**config.mk**
```make
export PLATFORM = sky130hd
export DESIGN_NAME = id_fetch_ctrl_flat
export DESIGN_NICKNAME = d
export VERILOG_FILES = /design/src/rtl/id_fetch_ctrl_if.sv /design/src/rtl/id_fetch_ctrl.sv /design/src/flat_wrapper.sv
export SDC_FILE = /design/constraint.sdc
export NUM_CORES = 1
export LEC_CHECK = 0
export CORE_MARGIN = 10
export CORE_UTILIZATION = 35
export DETAILED_ROUTE_END_ITERATION = 10
export PLACE_DENSITY = 0.66
export REMOVE_ABC_BUFFERS = 1
export SYNTH_ARGS = -nofsm -noshare
export SYNTH_HDL_FRONTEND = slang
export SYNTH_SLANG_ARGS = --single-unit
```
**constraint.sdc**
```tcl
create_clock -name clk -period 4 [get_ports clk]
set_input_delay 0.8 -clock clk [delete_from_list [all_inputs] [get_ports clk]]
set_output_delay 0.8 -clock clk [all_outputs]
set_load 0.02 [all_outputs]
```
**src/rtl/id_fetch_ctrl_if.sv**
```systemverilog
// ---------------------------------------------------------------------------
// id_fetch_ctrl_if
// Bundle between the decode-side fetch controller and its neighbours: the
// fetch stage, the register file and the EX stage.
//
//   Fetch -> ID   : if_pc, if_instr
//   ID -> Fetch   : stall_if, branch_taken, branch_target
//   ID <-> RegFile: rs1_addr, rs2_addr (out), rs1_data, rs2_data (in)
//   EX -> ID      : ex_mem_read, ex_reg_write, ex_rd, ex_stall
//   ID -> EX      : id_pc, id_instr, id_issue
//   Perf          : perf_branch_cnt, perf_stall_cnt
//
// Modports: slave  = the id_fetch_ctrl block itself
//           master = the surrounding pipeline (or a testbench)
// ---------------------------------------------------------------------------
interface id_fetch_ctrl_if #(
    parameter int DATA_W = 16,
    parameter int PERF_W = 16
);
    logic [DATA_W-1:0] if_pc;
    logic [DATA_W-1:0] if_instr;
    logic              stall_if;
    logic              branch_taken;
    logic [DATA_W-1:0] branch_target;
    logic [3:0]        rs1_addr;
    logic [3:0]        rs2_addr;
    logic [DATA_W-1:0] rs1_data;
    logic [DATA_W-1:0] rs2_data;
    logic              ex_mem_read;
    logic              ex_reg_write;
    logic [3:0]        ex_rd;
    logic              ex_stall;
    logic [DATA_W-1:0] id_pc;
    logic [DATA_W-1:0] id_instr;
    logic              id_issue;
    logic [PERF_W-1:0] perf_branch_cnt;
    logic [PERF_W-1:0] perf_stall_cnt;

    modport slave (
        input  if_pc, if_instr, rs1_data, rs2_data,
               ex_mem_read, ex_reg_write, ex_rd, ex_stall,
        output stall_if, branch_taken, branch_target, rs1_addr, rs2_addr,
               id_pc, id_instr, id_issue, perf_branch_cnt, perf_stall_cnt
    );

    modport master (
        output if_pc, if_instr, rs1_data, rs2_data,
               ex_mem_read, ex_reg_write, ex_rd, ex_stall,
        input  stall_if, branch_taken, branch_target, rs1_addr, rs2_addr,
               id_pc, id_instr, id_issue, perf_branch_cnt, perf_stall_cnt
    );
endinterface

```
**src/rtl/id_fetch_ctrl.sv**
```systemverilog
// ---------------------------------------------------------------------------
// id_fetch_ctrl
// Decode-side counterpart of the fetch stage. Holds the IF/ID pipeline
// register, resolves branches/jumps in ID, detects operand hazards against
// the instruction in EX, and tells fetch to hold or redirect.
//
// Ports:
//   clk  - system clock, all state changes on posedge
//   rst  - asynchronous reset, active-low
//   bus  - id_fetch_ctrl_if.slave (fetch, regfile, EX and perf signals)
//
// Instruction format: op = [15:12]. Ops 9/C/D/F carry rs1=[11:8], rs2=[7:4];
// all others rs1=[7:4], rs2=[3:0]. C=BEQ, D=BNE, E=JMP, F=JR.
//
// stall_if, branch_taken and branch_target are combinational on purpose:
// fetch needs them in the same cycle the ID instruction is evaluated.
// ---------------------------------------------------------------------------
module id_fetch_ctrl #(
    parameter int DATA_W = 16,
    parameter int PERF_W = 16
) (
    input  logic            clk,
    input  logic            rst,
    id_fetch_ctrl_if.slave  bus
);

    localparam logic [3:0]        OP_BEQ   = 4'hC;
    localparam logic [3:0]        OP_BNE   = 4'hD;
    localparam logic [3:0]        OP_JMP   = 4'hE;
    localparam logic [3:0]        OP_JR    = 4'hF;
    localparam logic [3:0]        REG_ZERO = 4'h0;
    localparam logic [DATA_W-1:0] NOP      = {DATA_W{1'b0}};
    localparam logic [PERF_W-1:0] PERF_MAX = {PERF_W{1'b1}};
    localparam logic [PERF_W-1:0] PERF_ONE = {{(PERF_W-1){1'b0}}, 1'b1};

    // IF/ID pipeline state and performance counters
    logic              id_valid_r;
    logic [DATA_W-1:0] id_pc_r;
    logic [DATA_W-1:0] id_instr_r;
    logic [PERF_W-1:0] perf_branch_cnt_r;
    logic [PERF_W-1:0] perf_stall_cnt_r;

    // Decode results
    logic [3:0]        op_s;
    logic              wide_fmt_s;
    logic              uses_rs1_s;
    logic              uses_rs2_s;
    logic              resolves_in_id_s;
    logic [3:0]        rs1_s;
    logic [3:0]        rs2_s;

    // Hazard / issue control
    logic              match1_s;
    logic              match2_s;
    logic              dep_s;
    logic              hazard_s;
    logic              stall_s;
    logic              go_s;

    // Redirect
    logic [DATA_W-1:0] off_br_s;
    logic [DATA_W-1:0] off_jmp_s;
    logic              cond_s;
    logic [DATA_W-1:0] target_raw_s;
    logic              taken_s;
    logic [DATA_W-1:0] target_s;

    // Field decode of the instruction held in ID
    always_comb begin
        op_s             = id_instr_r[15:12];
        wide_fmt_s       = 1'b0;
        uses_rs2_s       = 1'b0;
        resolves_in_id_s = 1'b0;
        case (op_s)
            4'h0, 4'h1, 4'h2, 4'h3,
            4'h4, 4'h5, 4'h6, 4'h7: begin
                uses_rs2_s = 1'b1;
            end
            4'h9: begin
                wide_fmt_s = 1'b1;
                uses_rs2_s = 1'b1;
            end
            OP_BEQ, OP_BNE: begin
                wide_fmt_s       = 1'b1;
                uses_rs2_s       = 1'b1;
                resolves_in_id_s = 1'b1;
            end
            OP_JR: begin
                wide_fmt_s       = 1'b1;
                resolves_in_id_s = 1'b1;
            end
            default: begin
                wide_fmt_s       = 1'b0;
                uses_rs2_s       = 1'b0;
                resolves_in_id_s = 1'b0;
            end
        endcase
        uses_rs1_s = (op_s != OP_JMP);
        if (wide_fmt_s) begin
            rs1_s = id_instr_r[11:8];
            rs2_s = id_instr_r[7:4];
        end else begin
            rs1_s = id_instr_r[7:4];
            rs2_s = id_instr_r[3:0];
        end
    end

    // Hazard detection against EX and the issue/stall decision
    always_comb begin
        match1_s = uses_rs1_s & (bus.ex_rd == rs1_s);
        match2_s = uses_rs2_s & (bus.ex_rd == rs2_s);
        // r0 is hard-wired, so a write to it can never feed an operand
        dep_s    = (bus.ex_rd != REG_ZERO) & (match1_s | match2_s);
        // Loads always need a bubble; ALU results only matter to ops that
        // compare or jump in ID, because the EX->ID path has no bypass.
        hazard_s = id_valid_r & dep_s &
                   (bus.ex_mem_read | (bus.ex_reg_write & resolves_in_id_s));
        stall_s  = id_valid_r & (hazard_s | bus.ex_stall);
        go_s     = id_valid_r & ~hazard_s & ~bus.ex_stall;
    end

    // Branch/jump resolution; only an issuing instruction may redirect
    always_comb begin
        off_br_s     = {{(DATA_W-4){id_instr_r[3]}}, id_instr_r[3:0]};
        off_jmp_s    = {{(DATA_W-12){id_instr_r[11]}}, id_instr_r[11:0]};
        cond_s       = 1'b0;
        target_raw_s = NOP;
        case (op_s)
            OP_BEQ: begin
                cond_s       = (bus.rs1_data == bus.rs2_data);
                target_raw_s = id_pc_r + off_br_s;
            end
            OP_BNE: begin
                cond_s       = (bus.rs1_data != bus.rs2_data);
                target_raw_s = id_pc_r + off_br_s;
            end
            OP_JMP: begin
                cond_s       = 1'b1;
                target_raw_s = id_pc_r + off_jmp_s;
            end
            OP_JR: begin
                cond_s       = 1'b1;
                target_raw_s = bus.rs1_data;
            end
            default: begin
                cond_s       = 1'b0;
                target_raw_s = NOP;
            end
        endcase
        if (go_s) begin
            taken_s = cond_s;
        end else begin
            taken_s = 1'b0;
        end
        if (taken_s) begin
            target_s = target_raw_s;
        end else begin
            target_s = NOP;
        end
    end

    // IF/ID pipeline register: hold on stall, squash on redirect, else load
    always_ff @(posedge clk or negedge rst) begin
        if (!rst) begin
            id_valid_r <= 1'b0;
            id_pc_r    <= NOP;
            id_instr_r <= NOP;
        end else if (stall_s) begin
            id_valid_r <= id_valid_r;
            id_pc_r    <= id_pc_r;
            id_instr_r <= id_instr_r;
        end else if (taken_s) begin
            // if_instr is the wrong-path fall-through: drop it
            id_valid_r <= 1'b0;
            id_pc_r    <= id_pc_r;
            id_instr_r <= NOP;
        end else begin
            id_valid_r <= 1'b1;
            id_pc_r    <= bus.if_pc;
            id_instr_r <= bus.if_instr;
        end
    end

    // Saturating performance counters for redirects and stall cycles
    always_ff @(posedge clk or negedge rst) begin
        if (!rst) begin
            perf_branch_cnt_r <= {PERF_W{1'b0}};
            perf_stall_cnt_r  <= {PERF_W{1'b0}};
        end else begin
            if (taken_s && (perf_branch_cnt_r != PERF_MAX)) begin
                perf_branch_cnt_r <= perf_branch_cnt_r + PERF_ONE;
            end
            if (stall_s && (perf_stall_cnt_r != PERF_MAX)) begin
                perf_stall_cnt_r <= perf_stall_cnt_r + PERF_ONE;
            end
        end
    end

    assign bus.stall_if        = stall_s;
    assign bus.branch_taken    = taken_s;
    assign bus.branch_target   = target_s;
    assign bus.rs1_addr        = rs1_s;
    assign bus.rs2_addr        = rs2_s;
    assign bus.id_pc           = id_pc_r;
    assign bus.id_instr        = id_instr_r;
    assign bus.id_issue        = go_s;
    assign bus.perf_branch_cnt = perf_branch_cnt_r;
    assign bus.perf_stall_cnt  = perf_stall_cnt_r;

endmodule

```
**src/flat_wrapper.sv**
```systemverilog
// flat-port wrapper written by rule: the top's interface ports become plain ports
module id_fetch_ctrl_flat 
#(
    parameter int DATA_W = 16,
    parameter int PERF_W = 16
)
  (clk, rst, bus_if_pc, bus_if_instr, bus_rs1_data, bus_rs2_data, bus_ex_mem_read, bus_ex_reg_write, bus_ex_rd, bus_ex_stall, bus_stall_if, bus_branch_taken, bus_branch_target, bus_rs1_addr, bus_rs2_addr, bus_id_pc, bus_id_instr, bus_id_issue, bus_perf_branch_cnt, bus_perf_stall_cnt);
  id_fetch_ctrl_if #(.DATA_W(DATA_W), .PERF_W(PERF_W)) bus_i ();
  input  logic clk;
  input  logic rst;
  input wire logic [$bits(bus_i.if_pc)-1:0] bus_if_pc;
  input wire logic [$bits(bus_i.if_instr)-1:0] bus_if_instr;
  input wire logic [$bits(bus_i.rs1_data)-1:0] bus_rs1_data;
  input wire logic [$bits(bus_i.rs2_data)-1:0] bus_rs2_data;
  input wire logic [$bits(bus_i.ex_mem_read)-1:0] bus_ex_mem_read;
  input wire logic [$bits(bus_i.ex_reg_write)-1:0] bus_ex_reg_write;
  input wire logic [$bits(bus_i.ex_rd)-1:0] bus_ex_rd;
  input wire logic [$bits(bus_i.ex_stall)-1:0] bus_ex_stall;
  output wire logic [$bits(bus_i.stall_if)-1:0] bus_stall_if;
  output wire logic [$bits(bus_i.branch_taken)-1:0] bus_branch_taken;
  output wire logic [$bits(bus_i.branch_target)-1:0] bus_branch_target;
  output wire logic [$bits(bus_i.rs1_addr)-1:0] bus_rs1_addr;
  output wire logic [$bits(bus_i.rs2_addr)-1:0] bus_rs2_addr;
  output wire logic [$bits(bus_i.id_pc)-1:0] bus_id_pc;
  output wire logic [$bits(bus_i.id_instr)-1:0] bus_id_instr;
  output wire logic [$bits(bus_i.id_issue)-1:0] bus_id_issue;
  output wire logic [$bits(bus_i.perf_branch_cnt)-1:0] bus_perf_branch_cnt;
  output wire logic [$bits(bus_i.perf_stall_cnt)-1:0] bus_perf_stall_cnt;
  assign bus_i.if_pc = bus_if_pc;
  assign bus_i.if_instr = bus_if_instr;
  assign bus_i.rs1_data = bus_rs1_data;
  assign bus_i.rs2_data = bus_rs2_data;
  assign bus_i.ex_mem_read = bus_ex_mem_read;
  assign bus_i.ex_reg_write = bus_ex_reg_write;
  assign bus_i.ex_rd = bus_ex_rd;
  assign bus_i.ex_stall = bus_ex_stall;
  assign bus_stall_if = bus_i.stall_if;
  assign bus_branch_taken = bus_i.branch_taken;
  assign bus_branch_target = bus_i.branch_target;
  assign bus_rs1_addr = bus_i.rs1_addr;
  assign bus_rs2_addr = bus_i.rs2_addr;
  assign bus_id_pc = bus_i.id_pc;
  assign bus_id_instr = bus_i.id_instr;
  assign bus_id_issue = bus_i.id_issue;
  assign bus_perf_branch_cnt = bus_i.perf_branch_cnt;
  assign bus_perf_stall_cnt = bus_i.perf_stall_cnt;
  id_fetch_ctrl #(.DATA_W(DATA_W), .PERF_W(PERF_W)) u_core (.clk(clk), .rst(rst), .bus(bus_i));
endmodule
```
---- Yosys cells after proc, flatten, opt, wreduce, memory -nomap -nowiden ----
Cells that the tools add are included.
word-level totals
  flip-flop bits (word level) ............. 65
  bits of input ports ..................... 73
  output and inout bits ................... 91
  logic and storage cells ................. 65
operators by class
  add/sub/neg operators ................... 4
  equal/unequal tests ..................... 19
  mux-type cells .......................... 11
  bitwise gates (word level) .............. 16
  reduce and logical (&&, ||, !) cells .... 10
operators with widths
  kind                                            number
  one-hot mux 16 bit (3 select lines)             1
  adder 16 x 1 -> 16 bit (second input constant)  2
  adder 16 bit                                    2
  2-to-1 mux 16 bit                               2
  inequality test 16 bit (second input constant)  2
  == test 4 bit (second input constant)           5
  == test 16 bit                                  1
  == test 4 x 3 -> 1 bit (second input constant)  4
  inequality test 16 bit                          1
  OR reduction 11 bit                             1
  AND 1 bit                                       9
  == test 4 x 2 -> 1 bit (second input constant)  2
  == test 4 bit                                   2
  2-to-1 mux 4 bit                                2
  2-to-1 mux 1 bit                                5
  == test 4 x 1 -> 1 bit (second input constant)  1
  logical NOT 4 bit                               1
  inequality test 4 bit (second input constant)   1
  NOT 1 bit                                       4
  nonzero test 4 bit                              1
  OR reduction 2 bit                              2
  OR reduction 4 bit                              1
  OR 1 bit                                        3
  one-hot mux 1 bit (3 select lines)              1
  3 further kinds                                 4

---- Depth between registers and ports, before layout ----
Gate-level depths: netlist of run 1.
  word-level depth ........................ 16
  mapped depth ............................ 13
  mapped depth without buffers ............ 13

---- Least setup slack after synthesis of run 1 ----
Ideal clock, no wire load.
  kind .................................... flip-flop to output port
  start ................................... reg u_core.id_instr_r[15], in the netlist u_core.bus.id_instr[15]
  end ..................................... out bus_branch_target[14]
  data arrival time ....................... 3.220 ns
  data required time ...................... 3.200 ns
  setup slack ............................. -0.020 ns
  stages on the path, launching flop included .. 13
  path buffers ............................ 0
  path through ............................ dfrtp_1 > nand2_1 > o21ai_1 > nand2_1 > ha_1 > a21o_1 > a21o_1 > a21oi_1 > o31ai_1 > a2111oi_0 > o31ai_1 > a21o_1 > a21oi_1
between the ends
  cells in the longest elaborated chain, start to end .. 15
  elaborated cells between the ends (all ways) .. 41
  classes of those cells .................. eq/ne: 15; mux: 9; bitwise: 11; reduce/logical: 6
ends and longest elaborated chain
  item                                 RTL line                                    RTL
  start: declaration                   id_fetch_ctrl.sv:39                         logic [DATA_W-1:0] id_instr_r;
  start signal: assignment             id_fetch_ctrl.sv:171                        id_instr_r <= id_instr_r;
  start signal: assignment             id_fetch_ctrl.sv:180                        id_instr_r <= bus.if_instr;
  == test 4 bit (on tied branches)     id_fetch_ctrl.sv:74, id_fetch_ctrl.sv:128
  OR reduction 4 bit (no source line)  --
  2-to-1 mux 1 bit                     id_fetch_ctrl.sv:74                         case (op_s)
  2-to-1 mux 4 bit                     id_fetch_ctrl.sv:99                         if (wide_fmt_s) begin
  == test 4 bit (on tied branches)     id_fetch_ctrl.sv:110, id_fetch_ctrl.sv:111
  AND 1 bit (on tied branches)         id_fetch_ctrl.sv:110, id_fetch_ctrl.sv:111
  OR 1 bit                             id_fetch_ctrl.sv:113                        dep_s = (bus.ex_rd != REG_ZERO) & (match1_s | match2_s);
  AND 1 bit                            id_fetch_ctrl.sv:113
  AND 1 bit (2 in a row)               id_fetch_ctrl.sv:116                        hazard_s = id_valid_r & dep_s &
  NOT 1 bit                            id_fetch_ctrl.sv:119                        go_s = id_valid_r & ~hazard_s & ~bus.ex_stall;
  AND 1 bit (2 in a row)               id_fetch_ctrl.sv:119
  2-to-1 mux 1 bit                     id_fetch_ctrl.sv:150                        if (go_s) begin
  2-to-1 mux 16 bit *                  id_fetch_ctrl.sv:155                        if (taken_s) begin
  end: declaration                     flat_wrapper.sv:21                          output wire logic [$bits(bus_i.branch_target)-1:0] bus_branch_target;
Every way passes the cells marked *; elsewhere a longest branch is shown, timed or not.

---- Final worst setup path of run 1 ----
  start ................................... reg u_core.id_pc_r[0], in the netlist u_core.bus.id_pc[0]
  end ..................................... out bus_branch_target[14]
between the ends
  cells in the longest elaborated chain, start to end .. 3
  elaborated cells between the ends (all ways) .. 4
  classes of those cells .................. add/sub: 2; mux: 2
ends and longest elaborated chain
  item                                   RTL line                                                          RTL
  start: declaration                     id_fetch_ctrl.sv:38                                               logic [DATA_W-1:0] id_pc_r;
  start signal: assignment               id_fetch_ctrl.sv:170                                              id_pc_r <= id_pc_r;
  start signal: assignment               id_fetch_ctrl.sv:175                                              id_pc_r <= id_pc_r;
  start signal: assignment               id_fetch_ctrl.sv:179                                              id_pc_r <= bus.if_pc;
  adder 16 bit (on tied branches)        id_fetch_ctrl.sv:139, id_fetch_ctrl.sv:131, id_fetch_ctrl.sv:135
  one-hot mux 16 bit (3 select lines) *  id_fetch_ctrl.sv:128                                              case (op_s)
  2-to-1 mux 16 bit *                    id_fetch_ctrl.sv:155
Marked as above.

==> reports/metrics.cfg, run 1 <==
[global_route]
grt_max_degree = 44
gr-total-overflow = 0
grt_use_total = 0.182
grt_pass1_wl_mm = 25.8
antenna_found_initial = 0
grt_pass1_vias = 4722

[worst_hold_path]
hold_class = reg2reg

[cells_and_area]
final_util = 0.588
syn_to_final_growth_pct = 66.0
fillers = 1112
nNetsFinal = 819
fin_cells = 905
drive_above_1_share = 0.243
diodes = 0
design_area_sq_mm = 0.00736

[floorplanning]
start_util = 0.354
coreArea_sq_mm = 0.0125
ios = 164
die_x_um = 133
die_area_sq_mm = 0.0176
die_h_um = 133
num_rows = 41

[cts]
cts_sinks = 65
root_buffer = clkbuf_16
clkLatencyLatePin_ns = 0.34
htreeDepth = 3
cts.clk_slew.worst_paths_ns = 0.05
clockBufferDepth = 2
cts_tree = built
numCtsBuffers = 9

[synth]
ys_warn_count = 0
synth_edf_count = 0
netlist_instances = 485
yosysTopAreaCell = dfrtp_1
async_flop_share = 1.00
synth_top_flop_cell = dfrtp_1
synth_compound_area_frac = 0.131
synthTopCellsByCount = nand2_1, dfrtp_1, xor2_1, a21oi_1, nor2_1
synth_fa_ha_area_frac = 0.0525
synth.most_common_cell = nand2_1
netlist.area_leader.share = 0.367
synth_area_leaders = dfrtp_1, xor2_1, nand2_1
synth_xor_xnor_area_share = 0.118
synth_area_sq_mm = 0.00443
synth-seq-cells = 65
muxShareOfSynthArea = 0.0875
synth_top_family_by_area = simple AND/OR/NAND/NOR gates
yosysSeqAreaShare = 0.367
avgSynthCellArea_sq_um = 9.14
synth_cell_types = 61
synthSimpleGateAreaFrac = 0.204

[job]
maxCapViolations = 0

[pwr]
ir_drop_mv = 0.414
power.density_mw_per_mm2 = 867
power.leakage_nw = 3.35

[critical_path]
rr_worst_depth = 12
crit_required_ns = 3.20
path_max_fanout = 2
r2r-start = u_core.bus.id_instr[14]
cp.arrival_ns = 3.20
crit-reg2reg-capture = u_core.bus.id_pc[0]
crit_start = u_core.bus.id_pc[0]
worstSetupEndpointType = primary output
crit_path_start_kind = flop
path_class = reg2out
crit_path_end = bus_branch_target[14]
rrSetupSlack_ns = 0.69

[sta]
period_share = 1.00
worst_hold_slack_ns = 0.495
timing.final.ws_setup_ns = -0.00316
fmax_mhz = 250
worst_pin_slew_ns = 1.03
layout_min_cycle_time_ns = 4.00
tns_ns = -0.00316
maxSlewHeadroom = 0.311
slew_viol_final = 0
finalHoldViolCount = 0
setup_viol = 1
rsz0062_at_grt = true
finClkSkew_ns = 0.00583

[route]
vias = 4493
wirelength_mm = 16.2
drt_iter0_markers = 197
drt-pass1-iter-count = 4
wl_per_cell_um = 17.9
viasPerCell = 4.96
drc = 0
drtAntennaViolNets = 0

[outcome]
violations = negative setup slack
status = finished, violations left

[placed_design]
place_congestion = 0.861
port_buffers = 163
dp.cells = 885
hpwl_mm = 12.8
postPlaceCellArea_sq_mm = 0.00679

==> worst min path at each step <==
stage                                             start                            end  slack (ns)  cells after the start
after CTS                 u_core.bus.perf_branch_cnt[5]  u_core.bus.perf_branch_cnt[5]        0.50                      1
final                     u_core.bus.perf_branch_cnt[5]  u_core.bus.perf_branch_cnt[5]        0.49                      1
after detailed placement  u_core.bus.perf_branch_cnt[5]  u_core.bus.perf_branch_cnt[5]        0.49                      1
after global placement    u_core.bus.perf_branch_cnt[5]  u_core.bus.perf_branch_cnt[5]        0.48                      1
after floorplan                                     rst         u_core.bus.id_instr[0]        0.50                      0
after global routing      u_core.bus.perf_branch_cnt[5]  u_core.bus.perf_branch_cnt[5]        0.52                      1
==> area by class of cell <==
type                       instances  area, sq um  area share
multi-input combinational        383         2870       0.391
timing repair buffer             247         2260       0.307
sequential                        65         1630       0.221
clock buffer                      11          243      0.0330
tap                              172          215      0.0293
inverter                          22         82.6      0.0112
clock inverter                     5         55.1     0.00748
==> metrics by stage <==
step	setup slack (ns)	total power, W
2_1_floorplan	-0.149	0.00327
3_3_place_gp	-0.501	0.00508
3_5_place_dp	-0.590	0.00516
4_1_cts	-0.0909	0.00612
5_1_grt	-0.147	0.00684
6_report	-0.00316	0.00638
==> flip-flops by register name, summed over array words and instances, names as in the netlist <==
signal and flops:
u_core.bus.id_pc 16, u_core.bus.perf_stall_cnt 16, u_core.bus.perf_branch_cnt 16, u_core.bus.id_instr 16
u_core.id_valid_r 1
==> layout by cell type (no fill, tap or decap), types with 5 or more instances in the layout <==
cell / instances
clkdlybuf4s50_1: 143
buf_4: 81
nand2_1: 74
dfrtp_1: 65
xor2_1: 39
a21oi_1: 21
inv_1: 20
nor2_1: 20
xnor2_1: 18
o21ai_1: 17
nor3_1: 17
nand3_1: 16
mux2_2: 10
mux2_4: 10
and3_1: 9
ha_1: 9
clkbuf_16: 9
a21o_1: 8
mux2i_1: 7
nand2_2: 7
nor4_1: 7
buf_6: 7
nand4_1: 6
ha_4: 6
a21oi_2: 5
dlygate4sd2_1: 5
==> where the power goes <==
group	switching (W)	leakage, nW	internal, W
Clock	0.000298	0.142	0.000497
Sequential	0.000235	0.804	0.000877
Combinational	0.00226	2.40	0.00221
Total	0.00280	3.35	0.00358
==> cells by family (layout without fill, tap and decap cells) <==
| kind of cell | count (synthesis) | in the layout |
|---|---|---|
| AOI/OAI and AO/OA | 88 | 88 |
| xor gates and xnor gates | 58 | 58 |
| adders and majority gates | 18 | 18 |
| buffers and inverters | 37 | 285 |
| DFF | 65 | 65 |
| muxes | 32 | 32 |
| and+or+nand+nor | 187 | 187 |
==> repair_timing <==
action	4_1_cts	5_1_grt
gates resized for setup	59	53
hold buffers	0	0
pin swaps	9	29
setup buffers	0	4
endpoints found under the setup margin	18	16
==> routing by layer <==
metal | vias to the layer above | wire length (um) | part of all wire | track usage
met4 | 0 | 173 | 0.011 | 0.0477
met2 | 142 | 8020 | 0.50 | 0.310
li1 | 2194 | - | - | -
met5 | - | 0 | 0 | 0
met3 | 14 | 1040 | 0.064 | 0.0590
met1 | 2143 | 6970 | 0.43 | 0.215
==> worst max-delay path, stage by stage, from the launching register on <==
cell and delay (ns):
dfrtp_1 0.38, ha_2 0.20, fa_2 0.34, a21o_1 0.17, a21o_1 0.20, a2111oi_4 0.39
buf_4 0.19, o31ai_4 0.08, a2111oi_4 0.39, o31ai_2 0.09, a21o_1 0.17, a21oi_2 0.13
buf_6 0.13
Note: power is estimated with default switching activity, not from simulation.
==> run 2, diff against run 1 <==
clock period = 4.06 ns   (was 4 ns; I/O delays follow)
==> reports/metrics.cfg, run 2 (same netlist as run 1, synthesis figures left out) <==
[outcome]
status = finished, violations left
violations = negative setup slack

[sta]
worst_pin_slew_ns = 1.03
finalHoldViolCount = 0
fmax_mhz = 246
layout_min_cycle_time_ns = 4.07
timing.final.ws_setup_ns = -0.00680
maxSlewHeadroom = 0.311
rsz0062_at_grt = true
finClkSkew_ns = 0.00293
setup_viol = 1
worst_hold_slack_ns = 0.491
period_share = 1.00
slew_viol_final = 0

[cts]
clockBufferDepth = 2
cts_sinks = 65
htreeDepth = 3
clkLatencyLatePin_ns = 0.33
cts_tree = built
ctsHoldBuffers = 0
cts.clk_slew.worst_paths_ns = 0.05
root_buffer = clkbuf_16
numCtsBuffers = 9

[placed_design]
port_buffers = 163
place_congestion = 0.865
hpwl_mm = 12.8

[pwr]
power.density_mw_per_mm2 = 865
power.leakage_nw = 3.32
power_frac_comb = 0.691
swShare = 0.435
p_sw_w = 0.00274
clkPwrFrac = 0.135
ir_drop_mv = 0.404
internal_power_w = 0.00356
power_frac_seq = 0.174

[global_route]
grt_use_total = 0.180
grt_pass1_wl_mm = 25.6
gr-total-overflow = 0
grt_max_degree = 44
antenna_found_initial = 0
grt_pass1_vias = 4679

[critical_path]
rrSetupSlack_ns = 0.69
path_class = reg2out
rr_worst_depth = 13
crit_path_start_kind = flop
cp.arrival_ns = 3.25
crit_required_ns = 3.25
path_max_fanout = 2
crit-reg2reg-capture = u_core.bus.id_pc[0]
crit_start = u_core.bus.id_pc[0]
worstSetupEndpointType = primary output
r2r-start = u_core.bus.id_instr[14]

[worst_hold_path]
hold_class = reg2reg
min_path_cells = 1
worstHoldEndpoint = u_core.bus.perf_branch_cnt[5]
worstHoldStart = u_core.bus.perf_branch_cnt[5]

[floorplanning]
num_rows = 41
die_x_um = 133
coreArea_sq_mm = 0.0125
ios = 164
die_area_sq_mm = 0.0176
die_h_um = 133
start_util = 0.354

[cells_and_area]
syn_to_final_growth_pct = 64.6
mostFrequentLayoutCells = clkdlybuf4s50_1, nand2_1, buf_4, dfrtp_1, xor2_1
drive_above_1_share = 0.232
nNetsFinal = 816
diodes = 0
fillers = 1126
layout_commonest_cell = clkdlybuf4s50_1
final_util = 0.583

[route]
drtAntennaViolNets = 0
wl_per_cell_um = 18.1
drt-pass1-iter-count = 4
vias = 4532
wirelength_mm = 16.3
drt_iter0_markers = 213
drc = 0
viasPerCell = 5.02

[job]
maxCapViolations = 0

-- run 2: changes by cell type in the layout (fill, tap and decap cells not counted), sizes merged --
cell | previous run | this run
clkdlybuf4s50 | 143 | 144
bufinv | 1 | 2
dlymetal6s2s | 1 | 0
clkbuf | 13 | 21
clkinvlp | 2 | 0
clkdlybuf4s15 | 4 | 2
dlygate4sd2 | 5 | 4
clkinv | 2 | 0
buf | 92 | 87
-- run 2: layer usage --
metal / share of wire / vias to the layer above / track usage
li1: - / 2186 / -
met1: 0.42 / 2177 / 0.214
met2: 0.49 / 154 / 0.313
met3: 0.071 / 15 / 0.0500
met4: 0.013 / 0 / 0.0422
met5: 0 / - / 0
-- run 2: metrics by stage --
stage	std cells	setup WS (ns)	total power (W)	setup TNS (ns)	instance area, sq um
global route	902	-0.123	0.00672	-0.304	7290
finish	902	-0.00680	0.00631	-0.00680	7290
floorplan	470	-0.113	0.00322	-0.113	4330
global placement	883	-0.440	0.00497	-3.32	6770
detailed placement	883	-0.553	0.00506	-4.37	6770
CTS	899	-0.0141	0.00602	-0.0141	7120
-- run 2: what timing repair did --
item,in CTS,in global routing
pin swaps,5,11
endpoints found under the hold margin,0,0
buffers inserted,0,3
endpoints found under the setup margin,18,17
gates resized for setup,48,51
-- run 2: worst max-delay path by stage --
stage	end	slack, ns
global route	bus_branch_target[10]	-0.12
finish	bus_branch_target[14]	-0.007
detailed placement	bus_branch_target[14]	-0.55
floorplan	bus_branch_target[15]	-0.11
global placement	bus_branch_target[14]	-0.44
CTS	bus_branch_target[14]	-0.01
-- run 2: critical path, cell delays in order, from the launching register on --
cell       delay [ns]
dfrtp_1          0.39
ha_2             0.19
fa_2             0.34
a21o_1           0.16
a21o_1           0.19
a2111oi_4        0.43
buf_4            0.20
o31ai_4          0.08
a2111oi_4        0.38
o31ai_1          0.10
a21o_1           0.17
a21oi_2          0.14
buf_6            0.13
-- run 2: power by group through the flow --
| stage | logic, W | registers [W] | clock network [W] |
|---|---|---|---|
| 2_1_floorplan | 0.00187 | 0.00135 | 0 |
| 3_3_place_gp | 0.00389 | 0.00108 | 0 |
| 3_5_place_dp | 0.00397 | 0.00108 | 0 |
| 4_1_cts | 0.00406 | 0.00108 | 0.000877 |
| 5_1_grt | 0.00468 | 0.00113 | 0.000905 |
| 6_report | 0.00436 | 0.00110 | 0.000851 |
-- run 2: final cells by class --
type,instances,area (sq um),share of cell area
clock inverters,2,60.1,0.00823
flip-flops and latches,65,1630,0.223
well taps,172,215,0.0295
inverters,22,82.6,0.0113
clock buffers,14,264,0.0362
multi-input cells,383,2830,0.388
repair buffers,244,2210,0.303
==> run 3, diff against run 2 <==
SLEW_MARGIN = 5   (was unset)
==> results of run 3 <==
Same layout as run 2: the final DEF is identical, and so are final timing and power.
==> RTL edit, RTL diff (settings of run 3) <==
`DATA_W` is set to 16 in 3 places; all go to 24.
--- a/src/rtl/id_fetch_ctrl_if.sv
+++ b/src/rtl/id_fetch_ctrl_if.sv
@@ -15,5 +15,5 @@
 // ---------------------------------------------------------------------------
 interface id_fetch_ctrl_if #(
-    parameter int DATA_W = 16,
+    parameter int DATA_W = 24,
     parameter int PERF_W = 16
 );
--- a/src/rtl/id_fetch_ctrl.sv
+++ b/src/rtl/id_fetch_ctrl.sv
@@ -17,5 +17,5 @@
 // ---------------------------------------------------------------------------
 module id_fetch_ctrl #(
-    parameter int DATA_W = 16,
+    parameter int DATA_W = 24,
     parameter int PERF_W = 16
 ) (
--- a/src/flat_wrapper.sv
+++ b/src/flat_wrapper.sv
@@ -2,5 +2,5 @@
 module id_fetch_ctrl_flat 
 #(
-    parameter int DATA_W = 16,
+    parameter int DATA_W = 24,
     parameter int PERF_W = 16
 )
Ports: changed (7 resized); port bits go from 164 to 220. No check against the original RTL was run, so the function may have changed too.
==> RTL edit against run 3 <==
  * Critical endpoint is now bus_branch_target[23]
  * Synthesized cell count up 17%
  * Setup slack got worse by 0.065 ns
  * Via count grew 27%
  * Total power is 5.1% higher
  * Routed wire length rose by 33%
  * Sequential cell count up 16
  * Critical path type unchanged
  * Design area rose by 33%
  * The run still ends with negative setup slack left
  * Area after synthesis up 23%
  * Highest routed layer unchanged
==> RTL edit: results <==
{
  "violations": "negative setup slack",
  "seq_share": 0.2085,
  "cpPeakStageDelay_ns": 0.38,
  "comb.multi_input.count": 443,
  "drt-initial-drc-count": 251,
  "reg2reg_from": "u_core.bus.id_instr[13]$_DFFE_PN0N_",
  "grt_pass1_vias": 5967,
  "postCtsSetupBuffers": 14,
  "multi_input_area_um2": 3741,
  "crit_arrival_ns": 3.32,
  "status": "complete, but fails checks",
  "synth_fa_ha_area_frac": 0.06119,
  "final.setup.tns_ns": -0.1648,
  "met3_length_mm": 1.751,
  "setup_viol": 4,
  "crit_end": "bus_branch_target[23]",
  "synth_compound_area_frac": 0.1686,
  "irDropWorstVdd_mv": 0.3048,
  "p_sw_mw": 2.792,
  "use_met2": 0.3438,
  "synthTopCellsByCount": "dfrtp_1, nor2_1, xnor2_1",
  "fin_hold_ws_ns": 0.4931,
  "num-clock-buffers": 10,
  "port_buffers": 219,
  "clk_share": 0.03385,
  "synth_mux_area_frac": 0.07706,
  "place_area_um2": 8607,
  "wl_mm": 21.73,
  "setup_slack_ns": -0.07225,
  "grtUsageMet3": 0.05965,
  "path_max_fanout": 6,
  "seq_cell_count": 81,
  "fillers": 1232,
  "routabilityCongestion": 0.8536,
  "r2r_cells": 15,
  "synthTopCellsByArea": "dfrtp_1, xnor2_1, ha_1",
  "grt_max_degree": 82,
  "grt_pass1_wl_mm": 32.65,
  "synthXorXnorAreaFrac": 0.1176,
  "vias": 5746,
  "synth_cell_types": 60,
  "dr_wl_met2_mm": 10.92,
  "fin_worst_skew_ns": 0.007361,
  "r2r_setup_slack_ns": 0.56,
  "place_ws_ns": -0.6476,
  "p_leak_nw": 4.498,
  "reg2reg_to": "u_core.bus.id_pc[6]$_DFFE_PN0P_",
  "nonClkBufAreaFrac": 0.3399,
  "n_all_buffers": 351,
  "grt_usage": 0.1984
}
RTL edit: cell types whose count changed in the layout (fill, tap and decap cells not counted), sizes merged, moves of 9 or more:
cell | before | now
nor3 | 18 | 7
xor2 | 39 | 29
nor2 | 21 | 45
a22o | 0 | 24
dfrtp | 65 | 81
clkbuf | 21 | 12
nand2 | 84 | 36
dlymetal6s2s | 0 | 32
xnor2 | 18 | 44
buf | 87 | 156
RTL edit: power by group through the flow:
stage                     clock network [mW]  registers [mW]  logic (mW)
final                                  0.910            1.23        4.49
after global routing                   0.963            1.26        4.82
after CTS                              0.928            1.23        4.19
after detailed placement                   0            1.22        3.79
after global placement                     0            1.21        3.74
after floorplan                            0            1.48        1.70
RTL edit: kinds of logic after synthesis:
family	Yosys count
AO/OA/AOI/OAI	130
buffers and inverters	44
adder cells (fa/ha/maj)	26
flip-flops	81
XOR/XNOR	73
AND/OR/NAND/NOR	176
multiplexers	38
